--- src/rtl/key_debouncer_rpt_pkg.sv ---
// Shared encodings for the multi-channel key debouncer: MODE values, per-channel
// FSM states and the counter-width helper.
package key_debouncer_rpt_pkg;

   typedef logic [1:0] mode_t;
   typedef logic [1:0] state_t;

   localparam logic [1:0] MODE_PLAIN = 2'b00;
   localparam logic [1:0] MODE_TGL   = 2'b01;
   localparam logic [1:0] MODE_RPT   = 2'b10;
   localparam logic [1:0] MODE_RPTD  = 2'b11;

   localparam logic [1:0] ST_IDLE = 2'b00;
   localparam logic [1:0] ST_HOLD = 2'b01;
   localparam logic [1:0] ST_DLY  = 2'b10;
   localparam logic [1:0] ST_RPT  = 2'b11;

   // Counter must hold values up to max(DLY_CNT, RPT_CNT).
   function automatic int cnt_width(input int dly, input int rpt);
      int max_v;
      max_v = (dly > rpt) ? dly : rpt;
      return $clog2(max_v + 1);
   endfunction

endpackage

--- src/rtl/key_debouncer_rpt_key_chan_fsm.sv ---
// One debouncer channel: shift-register filter with hysteresis, press/release
// pulses, toggle flop and the repeat / repeat-with-delay FSM.
module key_chan_fsm
   import key_debouncer_rpt_pkg::*;
#(
   parameter int L_BIT   = 4,
   parameter int DLY_CNT = 8,
   parameter int RPT_CNT = 3,
   parameter int CNT_W   = 4
) (
   input  logic       CLK,
   input  logic       CLR,
   input  logic       CE,
   input  logic       S_IN,
   input  logic [1:0] MODE,
   output logic       KEY_EN,
   output logic       KEY_UP,
   output logic       KEY_DN,
   output logic       KEY_TGL
);

   localparam logic [CNT_W-1:0] DLY_TERM = CNT_W'(DLY_CNT - 1);
   localparam logic [CNT_W-1:0] RPT_TERM = CNT_W'(RPT_CNT - 1);
   localparam logic [CNT_W-1:0] CNT_ZERO = {CNT_W{1'b0}};
   localparam logic [CNT_W-1:0] CNT_ONE  = CNT_ZERO + {{(CNT_W-1){1'b0}}, 1'b1};

   // Only the newest L_BIT-1 samples are kept; the oldest bit of the window
   // would be shifted out before it is ever looked at again.
   logic [L_BIT-2:0] hist_r;
   logic [L_BIT-1:0] pn_s;
   logic             en_r, up_r, dn_r, tgl_r;
   logic [1:0]       state_r;
   logic [CNT_W-1:0] cnt_r;

   logic             press_s, release_s;
   logic [CNT_W-1:0] term_s;
   logic             en_s, up_s, dn_s, tgl_s;
   logic [1:0]       state_s;
   logic [CNT_W-1:0] cnt_s;

   assign pn_s      = {hist_r, S_IN};
   assign press_s   = ~en_r & (&pn_s);
   assign release_s = en_r & ~(|pn_s);
   assign term_s    = (state_r == ST_DLY) ? DLY_TERM : RPT_TERM;

   // Next-state decode for one CE tick; release has priority over a repeat.
   always_comb begin
      en_s    = en_r;
      up_s    = 1'b0;
      dn_s    = 1'b0;
      tgl_s   = tgl_r;
      state_s = state_r;
      cnt_s   = cnt_r;
      if (press_s) begin
         en_s  = 1'b1;
         up_s  = 1'b1;
         cnt_s = CNT_ZERO;
         if (MODE == MODE_TGL) begin
            tgl_s = ~tgl_r;
         end else begin
            tgl_s = tgl_r;
         end
         case (MODE)
            MODE_PLAIN: state_s = ST_HOLD;
            MODE_TGL:   state_s = ST_HOLD;
            MODE_RPT:   state_s = ST_RPT;
            MODE_RPTD:  state_s = ST_DLY;
            default:    state_s = ST_HOLD;
         endcase
      end else if (release_s) begin
         en_s    = 1'b0;
         dn_s    = 1'b1;
         state_s = ST_IDLE;
         cnt_s   = CNT_ZERO;
      end else begin
         case (state_r)
            ST_IDLE: state_s = ST_IDLE;
            ST_HOLD: state_s = ST_HOLD;
            ST_DLY, ST_RPT: begin
               if (cnt_r == term_s) begin
                  up_s    = 1'b1;
                  cnt_s   = CNT_ZERO;
                  state_s = ST_RPT;
               end else begin
                  cnt_s   = cnt_r + CNT_ONE;
               end
            end
            default: begin
               state_s = ST_IDLE;
               cnt_s   = CNT_ZERO;
            end
         endcase
      end
   end

   // Channel state register; pulses are cleared on every non-CE edge.
   always_ff @(posedge CLK or posedge CLR) begin
      if (CLR) begin
         hist_r  <= {(L_BIT-1){1'b0}};
         en_r    <= 1'b0;
         up_r    <= 1'b0;
         dn_r    <= 1'b0;
         tgl_r   <= 1'b0;
         state_r <= ST_IDLE;
         cnt_r   <= CNT_ZERO;
      end else if (CE) begin
         hist_r  <= pn_s[L_BIT-2:0];
         en_r    <= en_s;
         up_r    <= up_s;
         dn_r    <= dn_s;
         tgl_r   <= tgl_s;
         state_r <= state_s;
         cnt_r   <= cnt_s;
      end else begin
         up_r    <= 1'b0;
         dn_r    <= 1'b0;
      end
   end

   assign KEY_EN  = en_r;
   assign KEY_UP  = up_r;
   assign KEY_DN  = dn_r;
   assign KEY_TGL = tgl_r;

endmodule

--- src/rtl/key_debouncer_rpt.sv ---
// N_CH-channel key debouncer with toggle, repeat and repeat-with-delay modes;
// one key_chan_fsm per channel sharing clock, reset, CE and MODE.
module key_debouncer_rpt
   import key_debouncer_rpt_pkg::*;
#(
   parameter int N_CH    = 4,
   parameter int L_BIT   = 4,
   parameter int DLY_CNT = 8,
   parameter int RPT_CNT = 3
) (
   input  logic            CLK,
   input  logic            CLR,
   input  logic            CE,
   input  logic [N_CH-1:0] S_IN,
   input  logic [1:0]      MODE,
   output logic [N_CH-1:0] KEY_EN,
   output logic [N_CH-1:0] KEY_UP,
   output logic [N_CH-1:0] KEY_DN,
   output logic [N_CH-1:0] KEY_TGL
);

   localparam int CNT_W = cnt_width(DLY_CNT, RPT_CNT);

   for (genvar ch = 0; ch < N_CH; ch++) begin : g_ch
      key_chan_fsm #(
         .L_BIT   (L_BIT),
         .DLY_CNT (DLY_CNT),
         .RPT_CNT (RPT_CNT),
         .CNT_W   (CNT_W)
      ) u_chan (
         .CLK     (CLK),
         .CLR     (CLR),
         .CE      (CE),
         .S_IN    (S_IN[ch]),
         .MODE    (MODE),
         .KEY_EN  (KEY_EN[ch]),
         .KEY_UP  (KEY_UP[ch]),
         .KEY_DN  (KEY_DN[ch]),
         .KEY_TGL (KEY_TGL[ch])
      );
   end

endmodule

--- config.mk ---
export PLATFORM = sky130hd
export DESIGN_NAME = key_debouncer_rpt
export DESIGN_NICKNAME = d
export VERILOG_FILES = /design/src/rtl/key_debouncer_rpt_pkg.sv /design/src/rtl/key_debouncer_rpt_key_chan_fsm.sv /design/src/rtl/key_debouncer_rpt.sv
export SDC_FILE = /design/constraint.sdc
export NUM_CORES = 1
export LEC_CHECK = 0
export BUFFER_PORTS_ARGS = -buffer_cell sky130_fd_sc_hd__buf_4
export CAP_MARGIN = 20
export CORE_ASPECT_RATIO = 0.75
export CORE_MARGIN = 1.5
export CORE_UTILIZATION = 35
export CTS_CLUSTER_SIZE = 12
export DETAILED_ROUTE_END_ITERATION = 10
export HOLD_SLACK_MARGIN = 0.1
export PLACE_DENSITY_LB_ADDON = 0.05
export SYNTH_ARGS = -nofsm -noshare
export SYNTH_HDL_FRONTEND = slang
export SYNTH_SLANG_ARGS = --single-unit
--- constraint.sdc ---
create_clock -name CLK -period 1.9 [get_ports CLK]
set_clock_uncertainty 0.05 [all_clocks]
set_input_delay 0.38 -clock CLK [delete_from_list [all_inputs] [get_ports CLK]]
set_output_delay 0.38 -clock CLK [all_outputs]
set_load 0.005 [all_outputs]
==> run summary, run 1 <==
post-layout worst setup margin: 0.0458 ns
leakage: 1.39 nW
required time worst endpoint: 2.04 ns
R2R setup slack: 0.05 ns
total wire length: 5.29 mm
clk root buf: clkbuf_8
ANT cells: 0
crit path kind: reg2reg
Startpoint Class: register
first-pass GRT wire length: 9.46 mm
Data arrival, critical path: 1.99 ns
CTS tree: yes
Die X: 104 µm
#FFs+latches synth: 52
GR Util met2: 21.6%
initial antenna violation count: 0
pre-CTS setup slack: -0.0509 ns
f_max: 0.539 GHz
DR WL/cell: 13.3 µm
CP endpoint kind: register
core area: 7360 µm²
drt via density: 5.03
Post-Synth Simple-Gate Area: 19.2%
Layout Nets: 310
top cells by area, synth: dfrtp_1 49%, mux2_2 5.1%, buf_4 4.5%
peak supply drop: 0.438 mV
total power: 3.53 mW
post-synthesis cell count: 268
Reg clk slew, reported paths: 0.09 ns
Post-synth EDFFs: 0
met3 track demand over resource: 2.74%
GRT Max-Usage Layer: met2
Final period util: 97.6%
most numerous cell in the Yosys netlist: dfrtp_1
hold crit path type: in2reg
Slew Viols, Final: 0
Netlist cell types: 51
I/O pin count: 25
post-route minimum period: 1.85 ns
pin count of the biggest net entering global routing: 53
die height: 78.5 µm
Layout area overhead: 16.2%
DR vias: 2005
Final Hold Viols: 0
H-tree levels: 2
Port Buffers: 24
dpl hpwl: 3.72 mm
clk buf depth: 2
unrepaired setup endpoints after global routing: true
die footprint: 8140 µm²
highest net fanout along the worst path: 4
worst slew pin tran: 0.538 ns
clk_lat worst skew: 0.29 ns
CTS resizes: 0
xor and xnor fraction of the mapped netlist area: 1.32%
gr ovfl total: 0
ys async rst share: 100%
Synth Area in Compound Gates: 14.6%
list of most frequent post-synthesis cells: 52 x dfrtp_1, 30 x nand2_1, 26 x nor2_1, 16 x buf_4, 15 x o21ai_0
filler instances: 740
Final Hold Slack: 0.243 ns
yosys warns: 0
status: completed
ratio of cells with drive above 1 in the final layout: 23.2%
Post-DRT Antenna Nets: 0
Max-cap violations: 0
ys flop type: dfrtp_1
GRT met1 Usage: 21.3%
vias in the first global route: 1937
Residual DRC: 0
final setup violation count: 0
Pwr per Cell Area: 1140 nW/µm²
CTS Sinks: 52
floorplan row count: 27
GRT Overall Usage: 14.4%
syn nets: 281
Synth top area share: 48.9%
Synth Cell Area: 2660 µm²
mux contribution to synthesized area: 7.15%
Adder-Cell Fraction of Synth Area: 1.88%
Slew headroom: 63.8%
leading area contributor after synthesis: dfrtp_1
number of DRC markers in iteration 0: 113
DRT Pass-1 Iters: 4
CTS Buf Count: 5
combinational family with the most area after synthesis: simple AND/OR/NAND/NOR gates
sequential fraction of the synthesis area: 48.9%
syn_area_per_cell: 9.93 µm²
Initial Utilization: 36.1%
gp weighted congestion: 0.766
==> cell families after synthesis <==
| kind of cell | after synthesis |
|---|---|
| AOI/OAI and AO/OA | 57 |
| xor gates and xnor gates | 4 |
| adders and majority gates | 4 |
| buffers and inverters | 33 |
| DFF | 52 |
| muxes | 16 |
| and+or+nand+nor | 102 |
==> power breakdown <==
| group | switching [mW] | leakage (nW) | total, mW | internal, mW |
|---|---|---|---|---|
| combinational | 0.558 | 0.693 | 1.19 | 0.637 |
| clock | 0.349 | 0.0455 | 0.647 | 0.298 |
| sequential | 0.272 | 0.655 | 1.69 | 1.41 |
| total | 1.18 | 1.39 | 3.53 | 2.35 |
==> cell usage in the layout, fill, tap and decap left out, types with 5 or more instances in the layout <==
cell type,synthesis,layout
inv_1,11,10
a21oi_1,8,8
o21ai_0,15,15
nand3_1,5,5
a31oi_1,5,5
nand2_1,30,30
o31ai_1,7,7
clkbuf_8,0,6
buf_4,16,41
dfrtp_1,52,52
nor2_1,26,26
mux2_2,12,12
nor2b_1,6,6
==> sequential cells by signal, summed over array words and instances, names as in the netlist <==
signal,count
g_ch.u_chan.state_r,8
g_ch.u_chan.KEY_EN,4
g_ch.u_chan.KEY_TGL,4
g_ch.u_chan.KEY_UP,4
g_ch.u_chan.cnt_r,16
g_ch.u_chan.hist_r,12
g_ch.u_chan.KEY_DN,4
==> metal layers <==
layer  vias up  part of all wire (%)  routed length (µm)
met1       974                    55                2890
met5         -                     0                   0
met4         0                  0.68                  36
met3         5                   2.6                 136
li1       1001                     -                   -
met2        25                    42                2230
==> worst max-delay path, stage by stage (launching register included) <==
cell and delay (ns):
dfrtp_1 0.42, or4b_4 0.54, mux2i_4 0.21, o21ai_2 0.11, and2_0 0.16, a311o_1 0.26
==> per-stage QoR <==
step                      util [%]  area, µm²  std cells   TNS, ns
final                         42.0       3090        399         0
after global routing          42.0       3090        399  -0.00392
after CTS                     41.8       3080        397         0
after detailed placement      40.4       2980        388   -0.0639
after global placement        40.4       2980        388   -0.0195
after floorplan                  -       2660        268         0
==> final cells by class <==
class                   instances  area (µm²)  share of cell area, %
inverters                      11        41.3                   1.34
repair buffers                 44         358                   11.6
multi-input cells             183        1170                   38.0
flip-flops and latches         52        1300                   42.1
clock buffers                   8        90.1                   2.91
well taps                     101         126                   4.09
==> final timing paths <==
| check | startpoint | endpoint | cells after the start |
|---|---|---|---|
| setup / recovery | g_ch[2].u_chan.hist_r[1]$_DFFE_PP0P_ | g_ch[2].u_chan.cnt_r[2]$_DFFE_PP0P_ | 5 |
| min in group asynchronous | CLR | g_ch[0].u_chan.hist_r[0]$_DFFE_PP0P_ | 4 |
| max in group asynchronous | CLR | g_ch[3].u_chan.cnt_r[0]$_DFFE_PP0P_ | 4 |
| hold / removal | S_IN[1] | g_ch[1].u_chan.KEY_DN$_DFF_PP0_ | 2 |
| hold reg to reg | g_ch[0].u_chan.KEY_TGL$_DFFE_PP0P_ | g_ch[0].u_chan.KEY_TGL$_DFFE_PP0P_ | 1 |
| setup reg to reg | g_ch[2].u_chan.hist_r[1]$_DFFE_PP0P_ | g_ch[2].u_chan.cnt_r[2]$_DFFE_PP0P_ | 5 |
==> timing repair <==
action	CTS	global route
hold buffers	1	0
hold endpoints to repair	52	0
buffers inserted	0	2
setup endpoints to repair	0	1
No activity file was read; power rests on OpenSTA's default activity.
==> run 2, diff against run 1 <==
--- a/config.mk
+++ b/config.mk
@@ -10,6 +10,7 @@
 export CORE_ASPECT_RATIO = 0.75
 export CORE_MARGIN = 1.5
 export CORE_UTILIZATION = 35
+export CTS_BUF_LIST = sky130_fd_sc_hd__clkbuf_16
 export CTS_CLUSTER_SIZE = 12
 export DETAILED_ROUTE_END_ITERATION = 10
 export HOLD_SLACK_MARGIN = 0.1
==> run summary, run 2 (synthesis gave the netlist of run 1 again) <==
status: completed
Worst R2R End: g_ch[2].u_chan.cnt_r[2]$_DFFE_PP0P_
Worst Setup SP: g_ch[2].u_chan.hist_r[1]$_DFFE_PP0P_
highest net fanout along the worst path: 4 (unchanged)
worst r2r path cells: 5 (unchanged)
Post-DP Area: 2980 µm² (unchanged)
clk root buf: clkbuf_16
hold crit path type: in2async
gp weighted congestion: 0.766 (unchanged)
commonest non-fill, non-tap cell in the layout: dfrtp_1
final instance area: 3130 µm² (+1.2%)
Port Buffers: 24 (unchanged)
Worst R2R Start: g_ch[2].u_chan.hist_r[1]$_DFFE_PP0P_
drt via density: 5.02 (about the same)
crit path kind: reg2reg
required time worst endpoint: 2.02 ns (-0.02 ns)
Slew Viols, Final: 0 (unchanged)
floorplan row count: 27 (unchanged)
die footprint: 8140 µm² (unchanged)
core area: 7360 µm² (unchanged)
Pwr per Cell Area: 1190 nW/µm² (+4.5%)
clk buf depth: 2 (unchanged)
Residual DRC: 0 (unchanged)
crit-path max cell delay: 0.54 ns (about the same)
clk_lat worst skew: 0.28 ns (about the same)
gr ovfl total: 0 (unchanged)
Post-DRT Antenna Nets: 0 (unchanged)
CTS Sinks: 52 (unchanged)
number of DRC markers in iteration 0: 108 (-4.4%)
Top reg by flops: g_ch.u_chan.cnt_r
Layout Nets: 309 (-0.32%)
R2R setup slack: 0.05 ns (about the same)
Final period util: 97.4% (-0.20 points)
pin count of the biggest net entering global routing: 53 (unchanged)
worst slew pin tran: 0.539 ns (+0.000751 ns)
total wire length: 5.29 mm (-0.11%)
vias in the first global route: 1926 (-0.57%)
CTS tree: yes
Max-cap violations: 0 (unchanged)
final setup violation count: 0 (unchanged)
I/O pin count: 25 (unchanged)
dpl hpwl: 3.72 mm (unchanged)
initial antenna violation count: 0 (unchanged)
Final Hold Slack: 0.0917 ns (-0.151 ns)
first-pass GRT wire length: 9.48 mm (+0.22%)
Final Hold Viols: 0 (unchanged)
CTS Buf Count: 5 (unchanged)
Initial Utilization: 36.1% (unchanged)
crit path buf inv count: 0 (unchanged)
most frequent cells in the layout: 52 x dfrtp_1, 41 x buf_4, 30 x nand2_1, 26 x nor2_1, 15 x o21ai_0
unrepaired setup endpoints after global routing: false
CP Cell Sequence: or4b_4 > mux2i_4 > o21ai_2 > and2_0 > a311o_1
Largest register FFs: 16 (unchanged)
peak supply drop: 0.429 mV (-2.0%)
Data arrival, critical path: 1.97 ns (-0.02 ns)
Layout area overhead: 17.5%
CP max-delay cell: or4b_4
ANT cells: 0 (unchanged)
CTS resizes: 0 (unchanged)
die height: 78.5 µm (unchanged)
H-tree levels: 2 (unchanged)
DR vias: 1999 (-0.30%)
CP endpoint kind: register
GRT Overall Usage: 14.5% (+0.091 points)
Slew headroom: 63.8% (about the same)
post-route minimum period: 1.85 ns (-0.00379 ns)
Startpoint Class: register
DRT Pass-1 Iters: 4 (unchanged)
leakage: 1.42 nW (+1.7%)
Reg clk slew, reported paths: 0.07 ns (-0.02 ns)
f_max: 0.540 GHz (+0.20%)
critical path's top delay family: simple AND/OR/NAND/NOR gates
Die X: 104 µm (unchanged)
Largest regs: g_ch.u_chan.cnt_r (16), g_ch.u_chan.hist_r (12), g_ch.u_chan.state_r (8)
ratio of cells with drive above 1 in the final layout: 22.9% (-0.26 points)
DR WL/cell: 13.3 µm (+0.14%)
[run 2: power by group]
group / internal [mW] / leakage [nW] / switching (mW)
registers: 1.42 / 0.655 / 0.271
logic: 0.636 / 0.689 / 0.558
clock network: 0.475 / 0.0738 / 0.375
[run 2: layout make-up]
type	instances	area (µm²)
Sequential cell	52	1300
Fill cell	735	4240
Tap cell	101	126
Clock buffer	5	125
Multi-Input combinational cell	183	1170
Clock inverter	3	11.3
Timing Repair Buffer	43	348
Inverter	11	41.3
[run 2: worst max-delay path by stage]
stage / endpoint / slack [ns] / cells after the start
global placement: g_ch[2].u_chan.cnt_r[2]$_DFFE_PP0P_ / -0.02 / 6
global route: g_ch[2].u_chan.cnt_r[2]$_DFFE_PP0P_ / 0.0008 / 5
floorplan: g_ch[2].u_chan.cnt_r[2]$_DFFE_PP0P_ / 0.11 / 5
CTS: g_ch[2].u_chan.cnt_r[2]$_DFFE_PP0P_ / 0.05 / 5
finish: g_ch[2].u_chan.cnt_r[2]$_DFFE_PP0P_ / 0.05 / 5
detailed placement: g_ch[2].u_chan.cnt_r[2]$_DFFE_PP0P_ / -0.05 / 6
[run 2: worst reg2reg max path: stages, from the launching register on]
cell and delay (ns):
dfrtp_1 0.41, or4b_4 0.54, mux2i_4 0.21, o21ai_2 0.11, and2_0 0.16, a311o_1 0.26
[run 2: stage by stage]
stage / instances / util (%) / power, mW / setup TNS, ns / setup WS, ns
after floorplan: 268 / - / 2.54 / 0 / 0.107
after global placement: 388 / 40.4 / 2.90 / -0.0195 / -0.0195
after detailed placement: 388 / 40.4 / 2.90 / -0.0639 / -0.0509
after CTS: 396 / 42.3 / 3.78 / 0 / 0.0484
after global routing: 398 / 42.5 / 4.04 / 0 / 0.000816
final: 398 / 42.5 / 3.73 / 0 / 0.0496
[run 2: repair_timing]
| action | in CTS | in global routing |
|---|---|---|
| hold buffers | 0 | 0 |
| hold endpoints to repair | 0 | 0 |
| endpoints found under the setup margin | 0 | 1 |
| buffers inserted | 0 | 2 |
[run 2: routing by layer]
layer	part of all wire [%]	track usage (%)
met1	54	21.5
met3	3.0	2.74
met5	0	0
met4	0.64	3.75
met2	43	21.5
==> run 3, diff against run 2 <==
==> constraint.sdc (replaced) <==
create_clock -name CLK -period 1.7 [get_ports CLK]
set_clock_uncertainty 0.05 [all_clocks]
set_input_delay 0.34 -clock CLK [delete_from_list [all_inputs] [get_ports CLK]]
set_output_delay 0.34 -clock CLK [all_outputs]
set_load 0.005 [all_outputs]
==> run summary, run 3 (synthesis gave the netlist of run 1 again) <==
f_max: 0.549 GHz (+1.6%)
worst slew pin tran: 0.378 ns (-0.161 ns)
final instance area: 3440 µm² (+9.8%)
initial antenna violation count: 0 (unchanged)
Largest regs: g_ch.u_chan.cnt_r (16), g_ch.u_chan.hist_r (12), g_ch.u_chan.state_r (8)
highest net fanout along the worst path: 4 (unchanged)
DR WL/cell: 14.0 µm (+5.7%)
Reg clk slew, reported paths: 0.07 ns (about the same)
drt via density: 5.03 (about the same)
Final Hold Viols: 0 (unchanged)
DRT Pass-1 Iters: 4 (unchanged)
crit path kind: reg2reg
Slew headroom: 74.7% (+11 points)
ANT cells: 0 (unchanged)
CP endpoint kind: register
ratio of cells with drive above 1 in the final layout: 33.4% (+11 points)
clk root buf: clkbuf_16
Layout area overhead: 29.1%
dpl hpwl: 4.04 mm (+8.7%)
first-pass GRT wire length: 10.3 mm (+8.8%)
most frequent cells in the layout: 65 x buf_4, 52 x dfrtp_1, 30 x nand2_1, 25 x nor2_1, 14 x o21ai_0
core area: 7360 µm² (unchanged)
Startpoint Class: register
die height: 78.5 µm (unchanged)
gp weighted congestion: 0.785 (+2.5%)
Initial Utilization: 36.1% (unchanged)
post-layout worst setup margin: -0.121 ns (-0.171 ns)
final setup violation count: 6 (+6)
unrepaired setup endpoints after global routing: true
total wire length: 5.96 mm (+13%)
H-tree levels: 2 (unchanged)
peak supply drop: 0.586 mV (+37%)
Post-DP Area: 3120 µm² (+4.8%)
Final period util: 107% (+9.7 points)
total power: 4.74 mW (+27%)
number of DRC markers in iteration 0: 73 (-32%)
CTS Sinks: 52 (unchanged)
total negative slack: -0.493 ns (-0.493 ns)
final std cells w/o fill: 424 (+6.5%)
Layout Nets: 335 (+8.4%)
Post-DRT Antenna Nets: 0 (unchanged)
post-route minimum period: 1.82 ns (-0.0294 ns)
status: finished with violations
commonest non-fill, non-tap cell in the layout: buf_4
floorplan row count: 27 (unchanged)
CTS Buf Count: 5 (unchanged)
required time worst endpoint: 1.82 ns (-0.20 ns)
Top reg by flops: g_ch.u_chan.cnt_r
clk_lat worst skew: 0.29 ns (about the same)
filler instances: 740 (+0.68%)
Die X: 104 µm (unchanged)
I/O pin count: 25 (unchanged)
Residual DRC: 0 (unchanged)
Placed Cells: 407 (+4.9%)
die footprint: 8140 µm² (unchanged)
pin count of the biggest net entering global routing: 53 (unchanged)
Slew Viols, Final: 0 (unchanged)
Max-cap violations: 0 (unchanged)
clk buf depth: 2 (unchanged)
vias in the first global route: 2116 (+9.9%)
Data arrival, critical path: 1.94 ns (-0.03 ns)
Port Buffers: 24 (unchanged)
CTS tree: yes
failing checks: setup timing
Pwr per Cell Area: 1380 nW/µm² (+16%)
leakage: 1.57 nW (+11%)
DR vias: 2131 (+6.6%)
Final Hold Slack: 0.222 ns (+0.130 ns)
Largest register FFs: 16 (unchanged)
hold crit path type: in2reg
GRT Overall Usage: 15.7% (+1.3 points)
gr ovfl total: 0 (unchanged)
-- run 3: changes by cell type in the layout (fill, tap and decap cells not counted), sizes merged --
| cell | previous run | this run |
|---|---|---|
| buf | 43 | 68 |
| inv | 13 | 11 |
| bufinv | 0 | 1 |
| clkinv | 1 | 2 |
| dlygate4sd3 | 0 | 1 |
-- run 3: where the power goes --
group	total (mW)	switching (mW)	internal (mW)	leakage (nW)
Sequential	1.85	0.267	1.58	0.655
Clock	1.14	0.457	0.686	0.0789
Combinational	1.75	0.776	0.976	0.840
Total	4.74	1.50	3.24	1.57
-- run 3: path summary, 6_finish.rpt --
path / end / slack, ns / from / depth (start not counted)
setup reg to reg: g_ch[2].u_chan.cnt_r[2]$_DFFE_PP0P_ / -0.12 / g_ch[2].u_chan.hist_r[1]$_DFFE_PP0P_ / 5
hold / removal: g_ch[1].u_chan.KEY_DN$_DFF_PP0_ / 0.22 / S_IN[1] / 2
setup / recovery: g_ch[2].u_chan.cnt_r[2]$_DFFE_PP0P_ / -0.12 / g_ch[2].u_chan.hist_r[1]$_DFFE_PP0P_ / 5
hold reg to reg: g_ch[0].u_chan.KEY_TGL$_DFFE_PP0P_ / 0.42 / g_ch[0].u_chan.KEY_TGL$_DFFE_PP0P_ / 1
min in group asynchronous: g_ch[3].u_chan.hist_r[0]$_DFFE_PP0P_ / 0.60 / CLR / 4
max in group asynchronous: g_ch[1].u_chan.KEY_DN$_DFF_PP0_ / 0.73 / CLR / 4
-- run 3: layer usage --
layer  routed length, µm  global-route usage [%]  part of all wire (%)  up-vias
li1                    -                       -                     -     1054
met3                  92                    3.07                   1.5        2
met5                   0                       0                     0        -
met2                2720                    24.6                    46       19
met1                3120                    22.2                    52     1056
met4                  24                    4.58                  0.40        0
-- run 3: layout make-up --
type	count	area [µm²]	share of cell area [%]
flip-flops and latches	52	1300	37.9
multi-input cells	183	1250	36.5
repair buffers	69	549	16.0
well taps	101	126	3.68
clock buffers	5	125	3.64
inverters	11	41.3	1.20
clock inverters	3	37.5	1.09
-- run 3: critical path, cell delays in order, from the launching register on --
cell and delay [ns]:
dfrtp_1 0.39, or4b_4 0.54, mux2i_4 0.20, o21ai_2 0.10, and2_1 0.15, a311o_1 0.27
-- run 3: metrics by stage --
| stage | utilization (%) | setup WS (ns) |
|---|---|---|
| 6_report | 46.7 | -0.121 |
| 5_1_grt | 46.7 | -0.191 |
| 4_1_cts | 45.7 | -0.109 |
| 3_5_place_dp | 42.4 | -0.216 |
| 3_3_place_gp | 42.4 | -0.178 |
| 2_1_floorplan | - | -0.0790 |
-- run 3: repair_timing --
item,CTS,global route
hold buffers,1,0
buffers inserted,4,4
endpoints found under the setup margin,10,18
endpoints found under the hold margin,52,0
resized for setup,9,10
gates cloned,0,0
pin swaps,4,7
